===== src/rtl/instr_buffer_pkg.sv =====
// instr_buffer_pkg: fetch-to-buffer packet type and the shared default buffer depth.
`ifndef IB_DEPTH_DEF
`define IB_DEPTH_DEF 8
`endif
package instr_buffer_pkg;
    localparam int IB_DEPTH_DEFAULT = `IB_DEPTH_DEF;
    typedef struct packed {
        logic        valid;
        logic [31:0] inst;
        logic [31:0] pc;
        logic [31:0] npc;
    } IF_IB_PACKET;
endpackage


===== src/rtl/instr_buffer_if.sv =====
// instr_buffer_if: fetch push, dispatch pop and squash signals of the instruction buffer.
interface instr_buffer_if #(parameter int IB_DEPTH = instr_buffer_pkg::IB_DEPTH_DEFAULT);
    import instr_buffer_pkg::*;
    IF_IB_PACKET                   if_ib_packet;
    IF_IB_PACKET                   ib_dp_packet;
    logic                          squash;
    logic                          dp_ready;
    logic                          ib_full;
    logic                          ib_empty;
    logic [$clog2(IB_DEPTH+1)-1:0] ib_count;
    modport master (output if_ib_packet, squash, dp_ready, input ib_dp_packet, ib_full, ib_empty, ib_count);
    modport slave (input if_ib_packet, squash, dp_ready, output ib_dp_packet, ib_full, ib_empty, ib_count);
endinterface


===== src/rtl/instr_buffer.sv =====
// instr_buffer: circular FIFO of fetched packets between fetch and dispatch.
// Optional IB_BYPASS_EN forwards a packet pushed into an empty buffer to dispatch in the same cycle.
module instr_buffer
    import instr_buffer_pkg::*;
#(
    parameter int IB_DEPTH = IB_DEPTH_DEFAULT
) (
    input logic            clock,
    input logic            reset,
    instr_buffer_if.slave  ib
);
    localparam int PW = $clog2(IB_DEPTH);
    localparam int CW = $clog2(IB_DEPTH+1);
    IF_IB_PACKET   entries_q [IB_DEPTH];
    IF_IB_PACKET   entries_d [IB_DEPTH];
    logic [PW-1:0] head_q, head_d, tail_q, tail_d;
    logic [CW-1:0] count_q, count_d;
    logic          push, pop, wr, bypass;
    // Status flags come from registered count only, so fetch's PC_valid sees no loop.
    assign ib.ib_full  = count_q == CW'(IB_DEPTH);
    assign ib.ib_empty = count_q == '0;
    assign ib.ib_count = count_q;
    always_comb begin
        push = ib.if_ib_packet.valid && !ib.ib_full;
`ifdef IB_BYPASS_EN
        bypass = push && count_q == '0;
`else
        bypass = 1'b0;
`endif
        ib.ib_dp_packet = bypass ? ib.if_ib_packet : (count_q != '0 ? entries_q[head_q] : IF_IB_PACKET'(0));
        pop = count_q != '0 && ib.dp_ready;
        wr = push && !(bypass && ib.dp_ready);
        entries_d = entries_q;
        if (wr) entries_d[tail_q] = ib.if_ib_packet;
        head_d = ib.squash ? '0 : head_q + PW'(pop);
        tail_d = ib.squash ? '0 : tail_q + PW'(wr);
        count_d = ib.squash ? '0 : count_q + CW'(wr) - CW'(pop);
    end
    always_ff @(posedge clock) begin
        if (reset) begin
            head_q  <= '0;
            tail_q  <= '0;
            count_q <= '0;
            for (int i = 0; i < IB_DEPTH; i++) entries_q[i] <= '0;
        end else begin
            head_q    <= head_d;
            tail_q    <= tail_d;
            count_q   <= count_d;
            entries_q <= entries_d;
        end
    end
    a_no_push_when_full: assert property (@(posedge clock) disable iff (reset) !(ib.if_ib_packet.valid && ib.ib_full))
        else $warning("instr_buffer: valid packet offered while ib_full, dropped");
endmodule

===== src/flat_wrapper.sv =====
// flat-port wrapper written by rule: the top's interface ports become plain ports
module instr_buffer_flat import instr_buffer_pkg::*;
#(
    parameter int IB_DEPTH = IB_DEPTH_DEFAULT
)
  (clock, reset, ib_if_ib_packet, ib_squash, ib_dp_ready, ib_ib_dp_packet, ib_ib_full, ib_ib_empty, ib_ib_count);
  instr_buffer_if #(.IB_DEPTH(IB_DEPTH)) ib_i ();
  input logic clock;
  input logic reset;
  input wire logic [$bits(ib_i.if_ib_packet)-1:0] ib_if_ib_packet;
  input wire logic [$bits(ib_i.squash)-1:0] ib_squash;
  input wire logic [$bits(ib_i.dp_ready)-1:0] ib_dp_ready;
  output wire logic [$bits(ib_i.ib_dp_packet)-1:0] ib_ib_dp_packet;
  output wire logic [$bits(ib_i.ib_full)-1:0] ib_ib_full;
  output wire logic [$bits(ib_i.ib_empty)-1:0] ib_ib_empty;
  output wire logic [$bits(ib_i.ib_count)-1:0] ib_ib_count;
  assign ib_i.if_ib_packet = ib_if_ib_packet;
  assign ib_i.squash = ib_squash;
  assign ib_i.dp_ready = ib_dp_ready;
  assign ib_ib_dp_packet = ib_i.ib_dp_packet;
  assign ib_ib_full = ib_i.ib_full;
  assign ib_ib_empty = ib_i.ib_empty;
  assign ib_ib_count = ib_i.ib_count;
  instr_buffer #(.IB_DEPTH(IB_DEPTH)) u_core (.clock(clock), .reset(reset), .ib(ib_i));
endmodule

===== config.mk =====
export PLATFORM = sky130hd
export DESIGN_NAME = instr_buffer_flat
export DESIGN_NICKNAME = d
export VERILOG_FILES = /design/src/rtl/instr_buffer_pkg.sv /design/src/rtl/instr_buffer_if.sv /design/src/rtl/instr_buffer.sv /design/src/flat_wrapper.sv
export SDC_FILE = /design/constraint.sdc
export NUM_CORES = 2
export LEC_CHECK = 0
export ABC_CLOCK_PERIOD_IN_PS = 2560
export CORE_MARGIN = 2
export CORE_UTILIZATION = 60
export CTS_CLUSTER_DIAMETER = 60
export DETAILED_ROUTE_END_ITERATION = 10
export PLACE_DENSITY_LB_ADDON = 0.25
export SLEW_MARGIN = 5
export SYNTH_ARGS = -nofsm -noshare
export SYNTH_HDL_FRONTEND = slang
export SYNTH_SLANG_ARGS = --single-unit

===== constraint.sdc =====
create_clock -name clock -period 2.56 [get_ports clock]
set_input_delay 0.256 -clock clock [delete_from_list [all_inputs] [get_ports clock]]
set_output_delay 0.256 -clock clock [all_outputs]
set_load 0.005 [all_outputs]

==> summary.txt <==
Yosys
  – Warnings from Yosys: 0
  – Synthesized area divided by synthesized cell count: ~11 µm²
  – Gate count after technology mapping: 3243
  – Cell variety after synth: 33
  – Cell area after synthesis: 36500 µm²
  – Nets in the synthesized netlist: 3355
  – Register bit count reported by yosys: 786
  – Part of the Yosys area used for sequential elements: 43.2%

Timing
  – Final hold violation count: 0
  – Total of endpoints with negative setup slack in the final report: 92
  – Post-route setup TNS: -11.37 ns
  – Fin Hold WS: 0.149 ns
  – Least-Margin Pin Slew: 0.596 ns
  – Part of the cycle the worst path needs: 110%
  – Worst setup margin: -0.251 ns
  – Final period demand of the worst path: 2.81 ns
  – Maximum frequency from static timing analysis: 0.356 GHz
  – Max-slew violations: 0
  – Normalized max-slew margin: 60.3%
  – RSZ-0062 raised after global routing: true
  – Clock Skew: 0.0181 ns

GRT
  – Vias in the first global route: 26368
  – Maximum number of pins on one net before global-route repair: 101
  – Number of antenna violations at the first check in global routing: 3
  – Total congestion overflow: 0
  – Global-route wire length before repair: 149 mm
  – GRT Overall Usage: 30.0%

Worst setup path
  – Data required, critical path: 2.30 ns
  – Endpoint type of the worst setup path: output pin
  – Nature of the critical path startpoint: flop
  – Arrival time at the worst endpoint: between 2 and 3 ns
  – Max FO, Critical Path: 4
  – Ordered cell list for the critical path: buf_12, buf_12, buf_12, buf_16, buf_8, buf_6, mux4_2, a22o_1, buf_2
  – Class of the most critical setup path: reg2out
  – Library cell contributing the largest single delay on the critical path: mux4_2
  – Maximum single-stage delay on the critical path: ~0.50 ns
  – Critical Path Most Common Cell: buf_12
  – Gate family responsible for the most delay along the worst path: buffers and inverters
  – Buffers plus inverters on the worst setup path: 7

Run
  – Max-capacitance violation count: 0

Power
  – Max IR drop VDD: 0.523 mV
  – Share of total power in the clock network: ~36%
  – Power density cells: 756 nW/µm²
  – Reported leakage power: about 20 nW
  – Sequential Power Share: 38.5%
  – Net load switching power: 9.22 mW
  – Net switching fraction of the power: approximately 28%
  – Power after layout: 33.1 mW
  – Internal power: 23.9 mW
  – Combinational share of power: between 20% and 30%

Detailed routing
  – Count of unresolved DRC violations after routing: 0
  – 1st-iter DRT viols: 2005
  – Final wirelength: 98.9 mm
  – Mean number of vias per cell: 5.98
  – Total iterations of the first detailed-routing run: 5
  – Average wire per cell in the routed design: around 23 µm
  – Total number of vias: 25467
  – Final ANT Viol Nets: 0

Clock network
  – Later-pin clock latency in the skew report: 0.63 ns
  – TritonCTS Buffers: 81
  – CTS Buffer Depth: 3
  – CTS H-tree lvls: 3
  – CTS tree: yes
  – Clock-pin slew on the worst setup and hold paths: 0.06 ns
  – Number of buffers inserted by hold repair at cts: 0
  – Root cell of the clock tree: clkbuf_16
  – Number of clock sinks: slightly below 800

Placed design
  – Global placer's final weighted congestion: 0.785
  – Area after detailed placement: between 30000 and 40000 µm²
  – Final HPWL DP: 50.0 mm
  – Input/output buffers: about 200

Hold path
  – Type of the tightest min-delay check: in2reg

Die
  – Standard-cell row count: 90
  – Die Area: about 63000 µm²
  – Ports placed on the boundary: about 200
  – Chip height: 251 µm
  – Die span in x: 251 µm
  – Floorplan Core Area: 60200 µm²
  – Initial core utilization: roughly 60%

Finish
  – Layout cell share with drive strength beyond 1: 20.5%
  – Final Instance Area: 43800 µm²
  – Number of nets in the layout: 3529
  – Relative area change from synthesis to final layout: 20.2%

Run status
  – Status: complete, but fails checks
  – Violated checks: negative setup slack
==> synth_stat cells, drive strengths merged <==
cell / instances / area share [%]
a21oi: 9 / 0.12
inv: 15 / 0.15
and2: 8 / 0.14
nor2: 3 / 0.031
nor2b: 99 / 1.7
fa: 1 / 0.055
nor3: 3 / 0.041
nand4: 2 / 0.034
o21ai: 192 / 2.6
nand4b: 4 / 0.096
mux4: 194 / 12
xnor2: 3 / 0.072
a22o: 97 / 2.3
ha: 10 / 0.34
or3: 1 / 0.017
nand2: 1 / 0.010
or3b: 1 / 0.024
and4: 1 / 0.024
nor3b: 1 / 0.021
a21o: 1 / 0.021
dfxtp: 786 / 43
nand2b: 769 / 13
nand3: 2 / 0.027
clkbuf: 249 / 2.6
mux2i: 673 / 18
buf: 118 / 2.7
==> cell families (layout without fill, tap and decap cells) <==
logic type / Yosys count / in the layout / share of synthesized area [%]
other cells: 0 / 1 / 0
xor+xnor: 3 / 3 / 0.0721
compound gates: 299 / 299 / 5.11
buf+inv: 382 / 617 / 5.44
flops: 786 / 786 / 43.2
mux: 867 / 867 / 30.5
simple gates: 895 / 895 / 15.4
fa+ha+maj: 11 / 11 / 0.398
==> what timing repair did <==
action,CTS,global route
hold endpoints to repair,0,0
pin swaps,30,39
gates cloned,23,13
endpoints found under the setup margin,98,201
buffers inserted,53,110
gates resized for setup,340,183
==> cell usage in the layout (no fill, tap or decap), types with 11 or more instances in the layout <==
cell / synthesis / routed
dfxtp_1: 786 / 782
buf_12: 9 / 48
clkinv_2: 0 / 17
buf_16: 0 / 31
inv_1: 14 / 12
nor2b_1: 99 / 97
buf_8: 11 / 18
buf_2: 43 / 40
clkbuf_8: 0 / 16
clkbuf_16: 0 / 93
clkbuf_1: 249 / 17
clkdlybuf4s50_1: 0 / 103
nand2b_1: 769 / 768
mux4_2: 194 / 194
a22o_4: 0 / 24
clkbuf_2: 0 / 43
buf_6: 8 / 66
buf_4: 44 / 92
o21ai_1: 11 / 11
o21ai_0: 181 / 181
mux2i_1: 673 / 673
a22o_1: 97 / 73
==> power by group through the flow <==
stage	registers [mW]	clock network [mW]	logic, mW
6_report	12.8	12.0	8.33
5_1_grt	12.8	12.6	8.64
4_1_cts	12.7	12.1	7.45
3_5_place_dp	13.0	0	5.54
3_3_place_gp	13.0	0	5.48
2_1_floorplan	12.9	0	3.23
==> flip-flops by register name, summed over array words and instances (netlist names) <==
register and flops:
u_core.head_q 3, u_core.tail_q 3, u_core.entries_q 776, u_core.ib.ib_count 4
==> layer usage <==
layer | GRT usage (%) | vias up | routed length (µm)
li1 | - | 11575 | -
met4 | 9.70 | 4 | 2930
met3 | 4.89 | 183 | 5260
met1 | 39.1 | 12910 | 42300
met5 | 0 | - | 24
met2 | 51.0 | 795 | 48400
==> final timing paths <==
check | from | end | slack (ns) | cells after the start
max | u_core.head_q[0]$_SDFF_PP0_ | ib_ib_dp_packet[1] | -0.25 | 9
min | reset | u_core.ib.ib_count[2]$_SDFF_PP0_ | 0.15 | 2
max reg2reg | u_core.ib.ib_count[2]$_SDFF_PP0_ | u_core.entries_q[398]$_SDFFE_PP0P_ | 0.05 | 12
min reg2reg | u_core.entries_q[484]$_SDFFE_PP0P_ | u_core.entries_q[484]$_SDFFE_PP0P_ | 0.45 | 2
==> through the flow <==
step / cells / utilization (%) / setup slack (ns)
floorplan: 3243 / - / 0.322
global placement: 3930 / 64.1 / 0.0833
detailed placement: 3930 / 64.1 / 0.0541
CTS: 4150 / 71.0 / -0.425
global route: 4261 / 72.7 / -0.303
finish: 4261 / 72.7 / -0.251
==> area by class of cell <==
class | instances | area (µm²)
timing repair buffer | 458 | 5300
fill | 4002 | 16400
multi-input combinational | 2075 | 19000
antenna | 1 | 2.50
sequential | 786 | 15700
clock inverter | 28 | 329
tap | 782 | 978
clock buffer | 116 | 2360
inverter | 15 | 61.3
Note: power is estimated with default switching activity, not from simulation.
